## config.mk

```make
export PLATFORM = sky130hd
export DESIGN_NAME = run_ctrl_sro
export DESIGN_NICKNAME = d
export VERILOG_FILES = /design/src/rtl/run_ctrl_sro.sv
export SDC_FILE = /design/constraint.sdc
export NUM_CORES = 1
export LEC_CHECK = 0
export ABC_CLOCK_PERIOD_IN_PS = 3900
export BUFFER_PORTS_ARGS = -buffer_cell sky130_fd_sc_hd__buf_4
export CAP_MARGIN = 0
export CORE_AREA = 4 4 88 90
export CTS_CLUSTER_DIAMETER = 100
export DETAILED_ROUTE_END_ITERATION = 10
export DIE_AREA = 0 0 92 94
export GPL_TIMING_DRIVEN = 0
export SLEW_MARGIN = 20
export SYNTH_ARGS = -nofsm -noshare
export SYNTH_HDL_FRONTEND = slang
export SYNTH_SLANG_ARGS = --single-unit
```

## constraint.sdc

```tcl
create_clock -name clk_i -period 3.9 [get_ports clk_i]
set_input_delay 0 -clock clk_i [delete_from_list [all_inputs] [get_ports clk_i]]
set_output_delay 0 -clock clk_i [all_outputs]
set_load 0.005 [all_outputs]
```

## src/rtl/run_ctrl_sro.sv

```systemverilog
// run_ctrl_sro: host-side run controller for the SRO core.
// It owns the core start line and owns the data-memory port while the core is parked.
// It observes core halt and exposes one valid/ready command channel.
// Over that channel the host preloads dmem, launches a program, times it, and reads results back.
//
// Ports
//   clk_i, rst_ni          clock, synchronous active-low reset
//   cmd_valid_i/ready_o    command handshake; op 00 WRITE, 01 READ, 10 RUN, 11 CLEAR
//   cmd_op_i/addr_i/data_i command payload
//   abort_i                host abort of PRIME/RUN
//   rsp_valid_o/ready_i    read response handshake, rsp_data_o payload
//   core_start_o           core start_tp (1 = PC held at start)
//   core_halt_i            core halt_tp
//   dm_own_o               1 = controller drives dmem, 0 = core drives it
//   dm_addr_o/wdata_o/we_o/re_o, dm_rdata_i   dmem port (rdata combinational from addr)
//   busy_o, done_o, timeout_o, cycle_count_o  status
module run_ctrl_sro #(
   parameter int unsigned ADDR_W         = 8,
   parameter int unsigned DATA_W         = 8,
   parameter int unsigned CNT_W          = 16,
   parameter int unsigned START_CYCLES   = 2,
   parameter int unsigned TIMEOUT_CYCLES = 32'h0000_FFFF
) (
   input  logic              clk_i,
   input  logic              rst_ni,
   input  logic              cmd_valid_i,
   output logic              cmd_ready_o,
   input  logic [1:0]        cmd_op_i,
   input  logic [ADDR_W-1:0] cmd_addr_i,
   input  logic [DATA_W-1:0] cmd_data_i,
   input  logic              abort_i,
   output logic              rsp_valid_o,
   input  logic              rsp_ready_i,
   output logic [DATA_W-1:0] rsp_data_o,
   output logic              core_start_o,
   input  logic              core_halt_i,
   output logic              dm_own_o,
   output logic [ADDR_W-1:0] dm_addr_o,
   output logic [DATA_W-1:0] dm_wdata_o,
   output logic              dm_we_o,
   output logic              dm_re_o,
   input  logic [DATA_W-1:0] dm_rdata_i,
   output logic              busy_o,
   output logic              done_o,
   output logic              timeout_o,
   output logic [CNT_W-1:0]  cycle_count_o
);

   localparam int unsigned PRIME_W = (START_CYCLES > 1) ? $clog2(START_CYCLES) : 1;
   localparam logic [PRIME_W-1:0] PRIME_LAST = PRIME_W'(START_CYCLES - 1);
   localparam bit                 TO_EN      = (TIMEOUT_CYCLES != 0);
   localparam logic [CNT_W-1:0]   TO_LAST    = CNT_W'(TIMEOUT_CYCLES - 1);

   localparam logic [1:0] OP_WRITE = 2'b00;
   localparam logic [1:0] OP_READ  = 2'b01;
   localparam logic [1:0] OP_RUN   = 2'b10;
   localparam logic [1:0] OP_CLEAR = 2'b11;

   typedef enum logic [2:0] {
      S_IDLE,
      S_WR,
      S_RD,
      S_RSP,
      S_PRIME,
      S_RUN
   } state_e;

   state_e              state_q, state_d;
   logic [PRIME_W-1:0]  prime_cnt_q, prime_cnt_d;
   logic [CNT_W-1:0]    count_q, count_d;
   logic                done_q, done_d;
   logic                timeout_q, timeout_d;
   logic [ADDR_W-1:0]   addr_q, addr_d;
   logic [DATA_W-1:0]   wdata_q, wdata_d;
   logic [DATA_W-1:0]   rsp_data_q, rsp_data_d;
   logic                cmd_ready_q, cmd_ready_d;
   logic                rsp_valid_q, rsp_valid_d;
   logic                core_start_q, core_start_d;
   logic                dm_own_q, dm_own_d;
   logic                dm_we_q, dm_we_d;
   logic                dm_re_q, dm_re_d;
   logic                busy_q, busy_d;

   // Next-state, datapath and registered-output decode
   always_comb begin
      state_d      = state_q;
      prime_cnt_d  = prime_cnt_q;
      count_d      = count_q;
      done_d       = done_q;
      timeout_d    = timeout_q;
      addr_d       = addr_q;
      wdata_d      = wdata_q;
      rsp_data_d   = rsp_data_q;

      unique case (state_q)
         S_IDLE: begin
            if (cmd_valid_i) begin
               unique case (cmd_op_i)
                  OP_WRITE: begin
                     addr_d  = cmd_addr_i;
                     wdata_d = cmd_data_i;
                     state_d = S_WR;
                  end
                  OP_READ: begin
                     addr_d  = cmd_addr_i;
                     state_d = S_RD;
                  end
                  OP_RUN: begin
                     prime_cnt_d = '0;
                     count_d     = '0;
                     done_d      = 1'b0;
                     timeout_d   = 1'b0;
                     state_d     = S_PRIME;
                  end
                  OP_CLEAR: begin
                     count_d   = '0;
                     done_d    = 1'b0;
                     timeout_d = 1'b0;
                  end
                  default: state_d = S_IDLE;
               endcase
            end
         end
         S_WR: state_d = S_IDLE;
         S_RD: begin
            rsp_data_d = dm_rdata_i;
            state_d    = S_RSP;
         end
         S_RSP: begin
            if (rsp_ready_i) state_d = S_IDLE;
         end
         S_PRIME: begin
            if (abort_i) begin
               state_d = S_IDLE;
            end else if (prime_cnt_q == PRIME_LAST) begin
               state_d = S_RUN;
            end else begin
               prime_cnt_d = prime_cnt_q + PRIME_W'(1);
            end
         end
         S_RUN: begin
            // Abort leaves the count as it stood before the abort cycle
            if (abort_i) begin
               done_d    = 1'b0;
               timeout_d = 1'b0;
               state_d   = S_IDLE;
            end else begin
               count_d = (count_q == '1) ? count_q : count_q + CNT_W'(1);
               // count_q == 0 only in the first RUN cycle, where halt may be stale
               if (core_halt_i && (count_q != '0)) begin
                  done_d  = 1'b1;
                  state_d = S_IDLE;
               end else if (TO_EN && (count_q == TO_LAST)) begin
                  timeout_d = 1'b1;
                  state_d   = S_IDLE;
               end
            end
         end
         default: state_d = S_IDLE;
      endcase

      // Moore outputs decoded from the next state so they register in step with it
      cmd_ready_d  = (state_d == S_IDLE);
      rsp_valid_d  = (state_d == S_RSP);
      core_start_d = (state_d != S_RUN);
      dm_own_d     = (state_d == S_WR) || (state_d == S_RD);
      dm_we_d      = (state_d == S_WR);
      dm_re_d      = (state_d == S_RD);
      busy_d       = (state_d != S_IDLE);
   end

   // State and output registers
   always_ff @(posedge clk_i) begin
      if (!rst_ni) begin
         state_q      <= S_IDLE;
         prime_cnt_q  <= '0;
         count_q      <= '0;
         done_q       <= 1'b0;
         timeout_q    <= 1'b0;
         addr_q       <= '0;
         wdata_q      <= '0;
         rsp_data_q   <= '0;
         cmd_ready_q  <= 1'b1;
         rsp_valid_q  <= 1'b0;
         core_start_q <= 1'b1;
         dm_own_q     <= 1'b0;
         dm_we_q      <= 1'b0;
         dm_re_q      <= 1'b0;
         busy_q       <= 1'b0;
      end else begin
         state_q      <= state_d;
         prime_cnt_q  <= prime_cnt_d;
         count_q      <= count_d;
         done_q       <= done_d;
         timeout_q    <= timeout_d;
         addr_q       <= addr_d;
         wdata_q      <= wdata_d;
         rsp_data_q   <= rsp_data_d;
         cmd_ready_q  <= cmd_ready_d;
         rsp_valid_q  <= rsp_valid_d;
         core_start_q <= core_start_d;
         dm_own_q     <= dm_own_d;
         dm_we_q      <= dm_we_d;
         dm_re_q      <= dm_re_d;
         busy_q       <= busy_d;
      end
   end

   assign cmd_ready_o   = cmd_ready_q;
   assign rsp_valid_o   = rsp_valid_q;
   assign rsp_data_o    = rsp_data_q;
   assign core_start_o  = core_start_q;
   assign dm_own_o      = dm_own_q;
   assign dm_addr_o     = addr_q;
   assign dm_wdata_o    = wdata_q;
   assign dm_we_o       = dm_we_q;
   assign dm_re_o       = dm_re_q;
   assign busy_o        = busy_q;
   assign done_o        = done_q;
   assign timeout_o     = timeout_q;
   assign cycle_count_o = count_q;

endmodule

```

==> results.json <==
{
  "outcome": "complete, no violations",
  "clockRootBuffer": "clkbuf_8",
  "grt-busiest-layer": "met2",
  "ff2ff_setup_slack_ns": 1.61,
  "synth_edf_count": 0,
  "synth_seq_cells": 53,
  "core.rowCount": 31,
  "fin_crit_ns": 2.286,
  "fin_cells": 472,
  "clkSinkCount": 53,
  "grt_max_degree": 18,
  "cts_buffers": 5,
  "avgSynthCellArea_sq_um": 9.180,
  "reg2reg_from": "cycle_count_o[1]",
  "syn_to_final_growth_pct": 46.11,
  "tns_ns": 0,
  "crit_chain": "ha_1, and4_1, nand4_1, clkbuf_1, o21ai_0, xor2_1, nor2_1",
  "hold_ws_ns": 0.06497,
  "grt_use_total_pct": 15.19,
  "ctsHtreeMaxLevel": 2,
  "cts_hold_buf": 25,
  "first_pass_iters": 4,
  "clock_path_buffers": 2,
  "post-cts-setup-buffers": 0,
  "critPathLaunch": "cycle_count_o[1]",
  "drv_slew": 0,
  "wirelength_um": 6499,
  "die_w_um": 92,
  "layout_setup_ws_ns": 1.614,
  "n_antenna_cell": 0,
  "crit_fanout": 10,
  "final-seq-area_sq_um": 1061,
  "post-place-ws_ns": 1.681,
  "viasPerCell": 4.801,
  "ios": 81,
  "synthesis.area_sq_um": 2396,
  "p_per_area_nw_per_um2": 328.4,
  "tritoncts": "built",
  "maxCapViolations": 0,
  "crit_required_ns": 4.08,
  "grtUsageMet1_pct": 19.68,
  "finalCritPeriodShare_pct": 58.62,
  "ctsResizeCount": 0,
  "rsz0062_at_grt": "false",
  "netlist_instances": 261,
  "die-height_um": 94,
  "initial_core_util_pct": 33.94,
  "power_leakage_nw": 1.390,
  "worst_pin_slew_ns": 0.8498,
  "grt_pass1_vias": 2191,
  "clk_latency_ns": 0.31,
  "synthDistinctLibCells": 42,
  "gr-total-overflow": 0,
  "mostFrequentLayoutCell": "buf_4",
  "cp_slowest_cell": "dfxtp_1",
  "clkTransAtPathRegs_ns": 0.10,
  "final_cell_mix": "buf_4, dfxtp_1, nand2_1, dlygate4sd3_1, a21boi_0",
  "num-fill-cells": 688,
  "cp_num_buf_inv": 1,
  "criticalPathCategory": "flop to flop",
  "die-area_sq_um": 8648,
  "coreArea_sq_um": 7059,
  "slowest_delay_ns": 0.44,
  "route.detailed.drc": 0,
  "drt_iter0_markers": 99,
  "reg2reg_to": "cycle_count_o[6]",
  "grt_pass1_wl_um": 10700,
  "min_path_cells": 3,
  "worstPathArrival_ns": 2.47,
  "skew_ns": 0.006790,
  "met3_usage_pct": 3.365,
  "routabilityCongestion": 0.8215,
  "relSlewSlack_pct": 42.91,
  "wl_per_cell_um": 13.77,
  "grt_use_met2_pct": 25.36,
  "ir_drop_v": 0.0001828,
  "place_inst": 439,
  "final_nets": 407,
  "ys_seq_area_share_pct": 44.28,
  "fmax_ghz": 0.4374,
  "multi_input_area_sq_um": 1245,
  "finalSetupViolations": 0,
  "r2r_cells": 7,
  "synth_nets": 296,
  "drive_above_1_share_pct": 26.01,
  "synthArstFlopShare_pct": 0,
  "portBuffers": 79,
  "antenna_found_initial": 0,
  "worstHoldStart": "abort_i",
  "final_hold_viol_count": 0,
  "hpwl_um": 4601,
  "path_delay_family": "simple AND/OR/NAND/NOR gates",
  "yosysWarnings": 0,
  "vias": 2266,
  "dominantRegCellSynth": "dfxtp_1",
  "worst_setup_path_start_kind": "flop",
  "worst_setup_path_end_kind": "flop",
  "antenna_left": 0,
  "whs_endpoint": "timeout_o",
  "p_total_mw": 1.150,
  "hold_path_class": "input port to flop"
}
[through the flow]
stage | instance area (sq um) | utilization [%]
finish | 3501 | 49.59
global route | 3501 | 49.59
CTS | 3501 | 49.59
detailed placement | 3113 | 44.10
global placement | 3113 | 44.10
floorplan | 2396 | -
[registers in the layout, indices dropped and copies added (netlist names)]
name,cells
rsp_valid_o,1
cmd_ready_o,1
dm_re_o,1
prime_cnt_q,1
busy_o,1
dm_wdata_o,8
dm_own_o,1
state_q,3
dm_addr_o,8
cycle_count_o,16
dm_we_o,1
rsp_data_o,8
done_o,1
timeout_o,1
core_start_o,1
[how the worst max path moves through the flow]
stage                       endpoint  slack, ns  cells past startpoint
global placement    cycle_count_o[6]       1.69                      7
finish              cycle_count_o[6]       1.61                      7
floorplan           cycle_count_o[8]       2.06                      7
detailed placement  cycle_count_o[6]       1.68                      7
global route        cycle_count_o[6]       1.45                      7
CTS                 cycle_count_o[6]       1.65                      7
[tightest hold or removal path, stage by stage]
cell and delay (ns):
buf_4 0.13, nand3_1 0.09, and2_1 0.12
[metal layers]
| metal | part of all wire (%) | vias up |
|---|---|---|
| met1 | 47 | 1048 |
| li1 | - | 1144 |
| met4 | 1.0 | 0 |
| met5 | 0 | - |
| met2 | 46 | 68 |
| met3 | 6.0 | 6 |
[cell type report]
cell class	count	area share, %
Clock inverter	3	1.966
Timing Repair Buffer	104	24.09
Buffer	14	1.823
Sequential cell	53	30.31
Clock buffer	5	1.966
Tap cell	99	3.538
Inverter	7	0.7505
Multi-Input combinational cell	187	35.56
[power by group]
group	switching (mW)	internal, mW	leakage [nW]
Clock	0.185	0.258	0.0687
Sequential	0.00727	0.557	0.430
Combinational	0.0634	0.0792	0.892
[cell usage after synthesis, types with 3 or more instances]
master | n | share of area (%)
a21boi_0 | 17 | 5.3
a21oi_1 | 4 | 0.84
and2_1 | 4 | 1.0
and3_1 | 5 | 1.3
and4_1 | 6 | 2.2
buf_2 | 3 | 0.63
clkbuf_1 | 10 | 1.6
dfxtp_1 | 53 | 44
ha_1 | 3 | 1.6
inv_1 | 7 | 1.1
mux2i_1 | 9 | 3.8
nand2_1 | 38 | 6.0
nand3_1 | 6 | 1.3
nor2_1 | 16 | 2.5
nor2b_1 | 15 | 3.9
nor3_1 | 6 | 1.3
nor3b_1 | 3 | 0.94
nor4_1 | 3 | 0.78
nor4b_1 | 3 | 1.1
o2111ai_1 | 5 | 1.8
o211ai_1 | 5 | 1.6
o21ai_0 | 5 | 1.0
xor2_1 | 11 | 4.0
[logic make-up after synthesis]
| logic type | synth area share (%) |
|---|---|
| flops | 44.28 |
| fa+ha+maj | 1.567 |
| xor+xnor | 4.386 |
| simple gates | 25.90 |
| compound gates | 16.34 |
| buf+inv | 3.760 |
| mux | 3.760 |
Note: power is estimated with default switching activity, not from simulation.
